$ cat src/rtl/cordic_phase_scheduler_pkg.sv
// Shared types and helpers for the CORDIC phase scheduler.
package cordic_phase_scheduler_pkg;

  localparam int unsigned ANGLE_W = 16;
  localparam int unsigned MAX_CH  = 8;
  localparam int unsigned ID_W    = 3;

  typedef enum logic [1:0] {
    IDLE  = 2'd0,
    RUN   = 2'd1,
    DRAIN = 2'd2
  } state_e;

  // Returns at least 1 so a pointer register always has a bit.
  function automatic int unsigned clog2(input int unsigned value);
    int unsigned r;
    r = 0;
    while ((32'd1 << r) < value) r++;
    return (r == 0) ? 1 : r;
  endfunction

  function automatic logic [MAX_CH-1:0] onehot(input logic [ID_W-1:0] id);
    return MAX_CH'(1) << id;
  endfunction

endpackage

$ cat src/rtl/cordic_phase_scheduler_rr_arbiter.sv
// Combinational round-robin arbiter: first requester at or above ptr (wrapping) wins.
module rr_arbiter #(
  parameter int unsigned NUM_CH = 4,
  parameter int unsigned PTR_W  = 2
) (
  input  logic [NUM_CH-1:0] req,
  input  logic [PTR_W-1:0]  ptr,
  output logic [NUM_CH-1:0] grant,
  output logic [PTR_W-1:0]  grant_id,
  output logic [PTR_W-1:0]  next_ptr
);

  logic             found;
  logic [PTR_W-1:0] idx;

  always_comb begin
    grant    = '0;
    grant_id = ptr;
    next_ptr = ptr;
    found    = 1'b0;
    idx      = '0;
    for (int unsigned i = 0; i < NUM_CH; i++) begin
      idx = PTR_W'((32'(ptr) + i) % NUM_CH);
      if (!found && req[idx]) begin
        found      = 1'b1;
        grant[idx] = 1'b1;
        grant_id   = idx;
        next_ptr   = PTR_W'((32'(idx) + 1) % NUM_CH);
      end
    end
  end

endmodule

$ cat src/rtl/cordic_phase_scheduler.sv
// Shares one pipelined sin/cos CORDIC core between NUM_CH requesters,
// tagging each issued angle so its result returns to the issuing channel.
module cordic_phase_scheduler
  import cordic_phase_scheduler_pkg::*;
#(
  parameter int unsigned NUM_CH  = 4,
  parameter int unsigned LATENCY = 19,
  parameter int unsigned CNT_W   = 5
) (
  input  logic                      Clk_i,
  input  logic                      Rst_i,
  input  logic                      Enable_i,
  input  logic [NUM_CH-1:0]         Req_valid_i,
  input  logic [ANGLE_W*NUM_CH-1:0] Req_angle_i,
  output logic [NUM_CH-1:0]         Req_ready_o,
  output logic                      Cordic_valid_o,
  output logic [ANGLE_W-1:0]        Cordic_angle_o,
  input  logic [ANGLE_W-1:0]        Cordic_sin_i,
  input  logic [ANGLE_W-1:0]        Cordic_cos_i,
  output logic [NUM_CH-1:0]         Res_valid_o,
  output logic [ANGLE_W-1:0]        Res_sin_o,
  output logic [ANGLE_W-1:0]        Res_cos_o,
  output logic                      Busy_o,
  output logic [CNT_W-1:0]          Inflight_o
);

  localparam int unsigned PTR_W = clog2(NUM_CH);

  state_e             state_q, state_d;
  logic [PTR_W-1:0]   ptr_q, next_ptr, grant_id;
  logic [NUM_CH-1:0]  grant;
  logic               transfer;
  logic [ANGLE_W-1:0] grant_angle;
  logic [LATENCY:0]   tag_v_q;
  logic [PTR_W-1:0]   tag_id_q [LATENCY+1];
  logic [CNT_W-1:0]   inflight_q;

  rr_arbiter #(
    .NUM_CH (NUM_CH),
    .PTR_W  (PTR_W)
  ) u_arb (
    .req      (Req_valid_i),
    .ptr      (ptr_q),
    .grant    (grant),
    .grant_id (grant_id),
    .next_ptr (next_ptr)
  );

  assign Req_ready_o = (state_q == RUN) ? grant : '0;
  assign transfer    = |Req_ready_o;
  assign grant_angle = Req_angle_i[32'(grant_id)*ANGLE_W +: ANGLE_W];
  assign Busy_o      = (state_q != IDLE) || (inflight_q != '0);
  assign Inflight_o  = inflight_q;

  // The counter still includes a tag sitting at the last stage, so a zero
  // count means the final result has already been loaded into Res_*.
  always_comb begin
    state_d = state_q;
    unique case (state_q)
      IDLE:    if (Enable_i) state_d = RUN;
      RUN:     if (!Enable_i) state_d = DRAIN;
      DRAIN: begin
        if (Enable_i)               state_d = RUN;
        else if (inflight_q == '0)  state_d = IDLE;
      end
      default: state_d = IDLE;
    endcase
  end

  always_ff @(posedge Clk_i or negedge Rst_i) begin
    if (!Rst_i) begin
      state_q        <= IDLE;
      ptr_q          <= '0;
      Cordic_valid_o <= 1'b0;
      Cordic_angle_o <= '0;
      tag_v_q        <= '0;
      for (int unsigned i = 0; i <= LATENCY; i++) tag_id_q[i] <= '0;
      Res_valid_o    <= '0;
      Res_sin_o      <= '0;
      Res_cos_o      <= '0;
      inflight_q     <= '0;
    end else begin
      state_q        <= state_d;
      Cordic_valid_o <= transfer;
      if (transfer) begin
        ptr_q          <= next_ptr;
        Cordic_angle_o <= grant_angle;
      end

      tag_v_q     <= {tag_v_q[LATENCY-1:0], transfer};
      tag_id_q[0] <= grant_id;
      for (int unsigned i = 1; i <= LATENCY; i++) tag_id_q[i] <= tag_id_q[i-1];

      if (tag_v_q[LATENCY]) begin
        Res_valid_o <= NUM_CH'(onehot(ID_W'(tag_id_q[LATENCY])));
        Res_sin_o   <= Cordic_sin_i;
        Res_cos_o   <= Cordic_cos_i;
      end else begin
        Res_valid_o <= '0;
      end

      unique case ({transfer, tag_v_q[LATENCY]})
        2'b10:   inflight_q <= inflight_q + CNT_W'(1);
        2'b01:   inflight_q <= inflight_q - CNT_W'(1);
        default: inflight_q <= inflight_q;
      endcase
    end
  end

endmodule
$ cat config.mk
export PLATFORM = sky130hd
export DESIGN_NAME = cordic_phase_scheduler
export DESIGN_NICKNAME = d
export VERILOG_FILES = /design/src/rtl/cordic_phase_scheduler_pkg.sv /design/src/rtl/cordic_phase_scheduler_rr_arbiter.sv /design/src/rtl/cordic_phase_scheduler.sv
export SDC_FILE = /design/constraint.sdc
export NUM_CORES = 1
export LEC_CHECK = 0
export CORE_ASPECT_RATIO = 0.8
export CORE_MARGIN = 2
export CORE_UTILIZATION = 46
export DETAILED_ROUTE_END_ITERATION = 16
export PLACE_DENSITY = 0.87
export SLEW_MARGIN = 25
export SYNTH_ARGS = -nofsm -noshare
export SYNTH_HDL_FRONTEND = slang
export SYNTH_HIERARCHICAL = 1
export SYNTH_SLANG_ARGS = --single-unit
$ cat constraint.sdc
create_clock -name Clk_i -period 5.1 [get_ports Clk_i]
set_input_delay 1.275 -clock Clk_i [delete_from_list [all_inputs] [get_ports Clk_i]]
set_output_delay 1.275 -clock Clk_i [all_outputs]
set_load 0.005 [all_outputs]
==> PnR_summary.wiki, run 1 <==
{| class="wikitable"
! Metric !! Value
|-
| Starting Density || 47.7%
|-
| Worst min-delay path class || flip-flop to flip-flop
|-
| Final hold violations || 0
|-
| RSZ-0062 raised after global routing || no
|-
| Post-Layout Cell Count || 633
|-
| Per-cell routed wire length || around 16 um
|-
| Row cnt || 33
|-
| Syn Nets || around 420
|-
| Switching power share of the total || approximately 30%
|-
| Post-Synth Simple-Gate Area || between 4 and 5%
|-
| First DRT Iteration DRCs || 140
|-
| Shortest period the worst path allows || 5040 ps
|-
| Pins over their slew limit || 0
|-
| Largest net degree at the start of global routing || 88
|-
| Cell types occupying the most area after synthesis || sky130_fd_sc_hd__dfrtp_1, sky130_fd_sc_hd__mux2_2, sky130_fd_sc_hd__mux4_2, sky130_fd_sc_hd__mux4_1, sky130_fd_sc_hd__mux2_4
|-
| F_max || between 150 and 200 MHz
|-
| CTS buffer count || 17
|-
| Post-synthesis async set-or-reset flop share || 100%
|-
| Fraction of power consumed by combinational cells || 44.2%
|-
| Pre-Repair DR Iteration Count || 5
|-
| CTS Root Cell || sky130_fd_sc_hd__clkbuf_16
|-
| Post-synth top cells || sky130_fd_sc_hd__dfrtp_1, sky130_fd_sc_hd__mux2_2, sky130_fd_sc_hd__mux4_2
|-
| Detailed-route DRC error count || 0
|-
| Via count of the first global-routing pass || between 3000 and 4000
|-
| H-tree lvl count || 4
|-
| Leak Pwr || between 3 and 4 nW
|-
| Number of synthesized flops with an enable pin || 0
|-
| Actual slew at the worst max-slew pin || approximately 740 ps
|-
| Number of placed I/O pins || between 150 and 200
|-
| Later-pin clock latency in the skew report || 400 ps
|-
| GRT Total Usage || about a fifth
|-
| Die width || around 120 um
|-
| Post-place instance area || approximately 6700 sq um
|-
| Critical Path Start || Req_valid_i[1]
|-
| Routed via count || between 3000 and 4000
|-
| Area of the die || ~12000 sq um
|-
| Setup CP Type || input pin to output pin
|-
| Count leader, synth || sky130_fd_sc_hd__dfrtp_1
|-
| Number of fillers in the final layout || 677
|-
| Part of the cycle the worst path needs || 98.7%
|-
| Xor-xnor portion of the synthesized cell area || about 1.1%
|-
| Library cells used by synthesis || 52
|-
| Maximum vdd drop || between 300 and 400 uV
|-
| Core area || between 10000 and 15000 sq um
|-
| Leading area contributor after synthesis || sky130_fd_sc_hd__dfrtp_1
|-
| Sequential Power Share || 32.7%
|-
| Estimated wirelength of the detail-placed design || roughly 7300 um
|-
| Compound-Gate Fraction of Synth Area || approximately 4.2%
|-
| Layout overhead on the synthesized area || 48.4%
|-
| Post-synthesis mux area share || about 23%
|-
| Clock transition at the register clock pins on the worst setup and hold paths after CTS || ~50 ps
|-
| Register bit count reported by yosys || 121
|-
| Power density over the cells || roughly 680 nW/um^2
|-
| NetSw || ~1.5 mW
|-
| Setup slack of the critical path after layout || between 60 and 70 ps
|-
| Number of buffers inserted by hold repair at cts || 0
|-
| Overall power after layout || roughly 5.0 mW
|-
| # placed instances || 600
|-
| Top fanout value on the critical path || 7
|-
| Global-route wire length before repair || ~17000 um
|-
| Average instance area after synthesis || 16.4 sq um
|-
| YS warnings || 6
|-
| TritonCTS clock tree || yes
|-
| R2r startpoint || ptr_q[1]$_DFFE_PN0P_
|-
| Post-synthesis adder-cell area fraction || between 2 and 3%
|-
| Arr. time, crit path || approximately 3800 ps
|-
| Final WL || about 10000 um
|-
| TritonCTS sink count || roughly 120
|-
| Predominant post-synthesis flop cell || sky130_fd_sc_hd__dfrtp_1
|-
| Via/cell ratio || 5.20
|-
| Net count, final || 594
|-
| Run status || completed
|-
| Max Buffers Root-to-Sink || 2
|-
| Final setup violation count || 0
|-
| Antenna violations before repair || 0
|-
| Total non-filler cell area in the finished layout || 7330 sq um
|-
| Start point of the worst hold path || tag_id_q[34]$_DFF_PN0_
|-
| Total negative setup slack || 0 ps
|-
| Synthesized cell area || roughly 4900 sq um
|-
| Share of layout cells above drive strength 1 || 22.5%
|-
| Max-Slew Margin vs Limit || about 50%
|-
| Top-area cell type share of the netlist area || about three fifths
|-
| Sequential cell area fraction in the yosys report || about three fifths
|-
| Worst Clk Skew || around 15 ps
|-
| Type of origin of the critical path || input pin
|-
| Largest family of logic cells by synthesized area || multiplexers
|-
| Post-Place Worst Slack || ~66 ps
|-
| N_diodes || 0
|-
| DIE HEIGHT || ~97 um
|-
| Capturing element type of the critical path || output pin
|-
| CP required || about 3800 ps
|-
| Internal Pwr Total || between 3 and 4 mW
|-
| Number of standard cells after synthesis || about 300
|-
| Power share of the clock group || a little under a quarter
|-
| Max_cap viols || 0
|-
| Final GP Congestion || approximately 0.86
|-
| Overflow after GRT || 0
|-
| Number of buffer cells added on primary ports || 165
|-
| Detail Route Antenna Nets || 0
|}
-- worst paths after layout --
kind                                        endpoint  slack, ps  cells after the start
min in group asynchronous   Res_cos_o[1]$_DFFE_PN0P_        920                      1
max                                   Req_ready_o[2]         60                      8
min                           tag_id_q[32]$_DFF_PN0_        340                      0
min reg2reg                   tag_id_q[32]$_DFF_PN0_        340                      0
max reg2reg                Inflight_o[4]$_DFFE_PN0P_        810                     14
max in group asynchronous     tag_id_q[16]$_DFF_PN0_       3270                      2
-- state kept, by name, indices dropped and copies added, names as in the netlist --
| name | cells |
|---|---|
| Cordic_angle_o | 16 |
| Inflight_o | 5 |
| ptr_q | 2 |
| Res_sin_o | 16 |
| Res_cos_o | 16 |
| tag_v_q | 20 |
| tag_id_q | 40 |
| Res_valid_o | 4 |
| state_q | 2 |
-- worst max-delay path, stage by stage --
cell	delay, ps
sky130_fd_sc_hd__clkdlybuf4s50_1	500
sky130_fd_sc_hd__mux4_2	600
sky130_fd_sc_hd__nor4b_4	290
sky130_fd_sc_hd__buf_4	180
sky130_fd_sc_hd__a22oi_1	100
sky130_fd_sc_hd__nand2_1	130
sky130_fd_sc_hd__and2_1	160
sky130_fd_sc_hd__clkdlybuf4s50_1	510
-- per-layer routing --
metal / track usage (%) / part of all wire [%] / vias up
met1: 22.6 / 41 / 1613
met3: 6.78 / 8.8 / 27
met2: 30.5 / 48 / 183
met5: 0 / 0 / -
li1: - / - / 1468
met4: 7.06 / 2.0 / 0
-- power groups by stage --
| stage | logic (mW) | clock network [mW] | registers (mW) |
|---|---|---|---|
| after floorplan | 1.41 | 0 | 1.63 |
| after global placement | 2.12 | 0 | 1.63 |
| after detailed placement | 2.21 | 0 | 1.65 |
| after CTS | 2.21 | 1.18 | 1.64 |
| after global routing | 2.37 | 1.23 | 1.70 |
| final | 2.21 | 1.15 | 1.63 |
-- stage by stage --
stage               util [%]  hold WS [ps]
global route            70.7           353
detailed placement      64.9           336
CTS                     70.6           348
floorplan                  -           331
finish                  70.7           342
global placement        64.9           335
-- layout make-up --
cell class / instances / area [sq um] / area share, %
Clock buffer: 18 / 439 / 5.99
Clock inverter: 14 / 149 / 2.03
Inverter: 7 / 26.3 / 0.358
Multi-Input combinational cell: 159 / 1790 / 24.5
Sequential cell: 121 / 3030 / 41.3
Tap cell: 140 / 175 / 2.39
Timing Repair Buffer: 174 / 1720 / 23.5
-- cell usage in the layout, fill, tap and decap left out, types with 2 or more instances in the layout --
cell type	Yosys	layout
sky130_fd_sc_hd__dfrtp_1	121	121
sky130_fd_sc_hd__ha_1	10	10
sky130_fd_sc_hd__clkinv_2	0	3
sky130_fd_sc_hd__or3_1	2	2
sky130_fd_sc_hd__inv_1	7	7
sky130_fd_sc_hd__mux2_4	10	10
sky130_fd_sc_hd__and2_1	4	4
sky130_fd_sc_hd__inv_6	0	2
sky130_fd_sc_hd__o21ai_1	2	2
sky130_fd_sc_hd__clkinv_4	0	3
sky130_fd_sc_hd__nand2_1	6	6
sky130_fd_sc_hd__buf_4	1	9
sky130_fd_sc_hd__and2b_1	2	2
sky130_fd_sc_hd__clkinvlp_4	0	4
sky130_fd_sc_hd__clkdlybuf4s50_1	0	164
sky130_fd_sc_hd__o21ai_0	4	4
sky130_fd_sc_hd__mux2i_1	4	4
sky130_fd_sc_hd__bufinv_16	0	2
sky130_fd_sc_hd__a22oi_1	8	8
sky130_fd_sc_hd__xnor2_1	4	3
sky130_fd_sc_hd__mux4_1	8	8
sky130_fd_sc_hd__nor2_1	8	8
sky130_fd_sc_hd__mux2_2	41	41
sky130_fd_sc_hd__xor2_1	2	2
sky130_fd_sc_hd__nor3_1	2	2
sky130_fd_sc_hd__nor3b_1	2	2
sky130_fd_sc_hd__mux4_2	12	12
sky130_fd_sc_hd__and3b_1	2	2
sky130_fd_sc_hd__clkbuf_16	0	17
-- kinds of logic after synthesis --
| family | count (synthesis) |
|---|---|
| buffers and inverters | 21 |
| DFF | 121 |
| and+or+nand+nor | 39 |
| AOI/OAI and AO/OA | 28 |
| adders and majority gates | 11 |
| muxes | 75 |
| xor gates and xnor gates | 6 |
-- repair_timing --
action,in CTS,in global routing
buffers inserted,0,1
setup endpoints to repair,0,3
resized for setup,0,1
(Power assumes the default switching activity.)
==> run 2, diff against run 1 <==
--- a/config.mk
+++ b/config.mk
@@ -10,6 +10,7 @@
 export CORE_UTILIZATION = 46
 export DETAILED_ROUTE_END_ITERATION = 16
 export PLACE_DENSITY = 0.87
+export RECOVER_POWER = 25
 export SLEW_MARGIN = 25
 export SYNTH_ARGS = -nofsm -noshare
 export SYNTH_HDL_FRONTEND = slang
==> PnR_summary.wiki, run 2 (synthesis results as in run 1) <==
{| class="wikitable"
! Metric !! Value
|-
| Run status || finished with violations
|-
| Violated checks || capacitance limit, slew limit
|-
| Via/cell ratio || 5.22
|-
| Maximum vdd drop || between 300 and 400 uV
|-
| Power density over the cells || slightly below 700 nW/um^2
|-
| Total negative setup slack || 0 ps
|-
| First DRT Iteration DRCs || between 100 and 150
|-
| Slowest stage cell, crit path || sky130_fd_sc_hd__mux4_2
|-
| Top fanout value on the critical path || 7
|-
| Arr. time, crit path || between 3000 and 4000 ps
|-
| Number of buffer cells added on primary ports || 165
|-
| Final setup violation count || 0
|-
| Largest delay contributor family on the critical path || buffers and inverters
|-
| Via count of the first global-routing pass || 3468
|-
| Slack of the worst reg-to-reg path || about 770 ps
|-
| Critical R2R Capture || Inflight_o[4]$_DFFE_PN0P_
|-
| F_max || ~200 MHz
|-
| Critical path depth || 8
|-
| Capturing element type of the critical path || output pin
|-
| CTS Root Cell || sky130_fd_sc_hd__clkbuf_16
|-
| Worst min-delay path class || flip-flop to flip-flop
|-
| Number of buffers inserted by hold repair at cts || 0
|-
| Shortest period the worst path allows || ~5000 ps
|-
| Most common cell after layout, fill and taps aside || sky130_fd_sc_hd__clkdlybuf4s50_1
|-
| Total non-filler cell area in the finished layout || roughly 7300 sq um
|-
| Starting Density || a little under half
|-
| Largest register FFs || 40
|-
| H-tree lvl count || 4
|-
| Overflow after GRT || 0
|-
| Die width || approximately 120 um
|-
| Per-cell routed wire length || ~16 um
|-
| Type of origin of the critical path || input pin
|-
| Core area || 10400 sq um
|-
| Post-Layout Cell Count || ~630
|-
| GRT Total Usage || 18.6%
|-
| Internal Pwr Total || ~3.5 mW
|-
| Critical Path Start || Req_valid_i[1]
|-
| Max_cap viols || 2
|-
| Antenna violations before repair || 0
|-
| CTS buffer count || 17
|-
| Pre-Repair DR Iteration Count || 5
|-
| Part of the cycle the worst path needs || just under 100%
|-
| Sequential Power Share || 32.7%
|-
| R2r startpoint || ptr_q[1]$_DFFE_PN0P_
|-
| Detailed-route DRC error count || 0
|-
| Leak Pwr || roughly 3.1 nW
|-
| Worst Clk Skew || approximately 15 ps
|-
| Most frequent cell on the critical path || sky130_fd_sc_hd__clkdlybuf4s50_1
|-
| Layout overhead on the synthesized area || 48.2%
|-
| Estimated wirelength of the detail-placed design || ~7300 um
|-
| CP max stage delay || about 600 ps
|-
| Final GP Congestion || 0.856
|-
| Largest regs || tag_id_q: 40 flops, tag_v_q: 20 flops
|-
| Largest net degree at the start of global routing || a little under 90
|-
| DIE HEIGHT || just under 100 um
|-
| CP required || between 3000 and 4000 ps
|-
| Post-place instance area || around 6700 sq um
|-
| Detail Route Antenna Nets || 0
|-
| TritonCTS clock tree || yes
|-
| Final hold violations || 0
|-
| Top library cells by usage in the layout, fill and taps aside || sky130_fd_sc_hd__clkdlybuf4s50_1, sky130_fd_sc_hd__dfrtp_1, sky130_fd_sc_hd__mux2_2
|-
| Clock transition at the register clock pins on the worst setup and hold paths after CTS || about 50 ps
|-
| Final WL || 10100 um
|-
| Pins over their slew limit || 125
|-
| Max Buffers Root-to-Sink || 2
|-
| Number of placed I/O pins || between 150 and 200
|-
| Global-route wire length before repair || approximately 17000 um
|-
| Later-pin clock latency in the skew report || 400 ps
|-
| N_diodes || 0
|-
| Power share of the clock group || a little under a quarter
|-
| Reg with most FFs || tag_id_q
|-
| Switching power share of the total || ~30%
|-
| Row cnt || 33
|-
| Setup CP Type || input pin to output pin
|-
| Depth of the worst register-to-register path || 14
|-
| Critical path destination || Req_ready_o[2]
|-
| # placed instances || 600
|-
| RSZ-0062 raised after global routing || no
|-
| Max-Slew Margin vs Limit || -35.1%
|-
| Area of the die || roughly 12000 sq um
|-
| Net count, final || between 500 and 600
|-
| Worst path cell trace || clkdlybuf4s50_1 > mux4_2 > nor4b_4 > buf_4 > a22oi_1 > nand2_1 > and2_1 > clkdlybuf4s50_1
|-
| Post-route worst hold slack || approximately 340 ps
|-
| Actual slew at the worst max-slew pin || 2030 ps
|-
| NetSw || around 1.5 mW
|-
| Share of layout cells above drive strength 1 || 22.3%
|-
| TritonCTS sink count || 121
|-
| Routed via count || between 3000 and 4000
|-
| Fraction of power consumed by combinational cells || roughly 44%
|-
| Buf/Inv on CP || 3
|}
[run 2: area by class of cell]
class / count / area, sq um
inverter: 7 / 26.3
fill: 681 / 3040
tap: 140 / 175
clock buffer: 18 / 439
clock inverter: 14 / 149
timing repair buffer: 174 / 1710
sequential: 121 / 3030
multi-input combinational: 159 / 1790
[run 2: worst register-to-register path, delay by kind of cell (launching register included)]
family | cells | cell delay, ps
DFF | 1 | 550
muxes | 1 | 470
AOI/OAI and AO/OA | 3 | 720
adders and majority gates | 3 | 1100
and+or+nand+nor | 5 | 1130
buffers and inverters | 2 | 210
[run 2: repair_timing]
item | CTS | global route
endpoints found under the setup margin | 0 | 3
setup buffers | 0 | 1
resized for setup | 0 | 1
[run 2: power by group through the flow]
stage	clock network [mW]	registers [mW]	logic, mW
floorplan	0	1.63	1.41
global placement	0	1.63	2.12
detailed placement	0	1.65	2.21
CTS	1.18	1.64	2.21
global route	1.23	1.70	2.38
finish	1.15	1.63	2.21
[run 2: per-layer routing]
metal	track usage (%)	up-vias	part of all wire (%)
li1	-	1471	-
met1	22.6	1622	41
met2	30.5	190	48
met3	6.78	21	9.0
met4	7.06	0	1.7
met5	0	-	0
[run 2: worst min path at each step]
| stage | startpoint | to | slack, ps | cells after the start |
|---|---|---|---|---|
| final | tag_id_q[34]$_DFF_PN0_ | tag_id_q[32]$_DFF_PN0_ | 340 | 0 |
| after global routing | tag_v_q[16]$_DFF_PN0_ | tag_v_q[17]$_DFF_PN0_ | 350 | 0 |
| after CTS | tag_v_q[10]$_DFF_PN0_ | tag_v_q[11]$_DFF_PN0_ | 350 | 0 |
| after detailed placement | tag_id_q[15]$_DFF_PN0_ | tag_id_q[13]$_DFF_PN0_ | 340 | 0 |
| after global placement | tag_id_q[3]$_DFF_PN0_ | tag_id_q[1]$_DFF_PN0_ | 330 | 0 |
| after floorplan | tag_id_q[2]$_DFF_PN0_ | tag_id_q[0]$_DFF_PN0_ | 330 | 0 |
[run 2: through the flow]
step	total power [mW]	util [%]	setup slack (ps)
finish	5.00	70.6	62.9
global route	5.31	70.6	1.41
CTS	5.04	70.6	57.6
detailed placement	3.85	64.9	65.8
global placement	3.75	64.9	212
floorplan	3.04	-	698
==> run 3, diff against run 2 <==
--- a/config.mk
+++ b/config.mk
@@ -9,6 +9,7 @@
 export CORE_MARGIN = 2
 export CORE_UTILIZATION = 46
 export DETAILED_ROUTE_END_ITERATION = 16
+export HOLD_SLACK_MARGIN = 0.1
 export PLACE_DENSITY = 0.87
 export RECOVER_POWER = 25
 export SLEW_MARGIN = 25
==> results of run 3 <==
Final layout, timing and power as in run 2 (identical DEF).
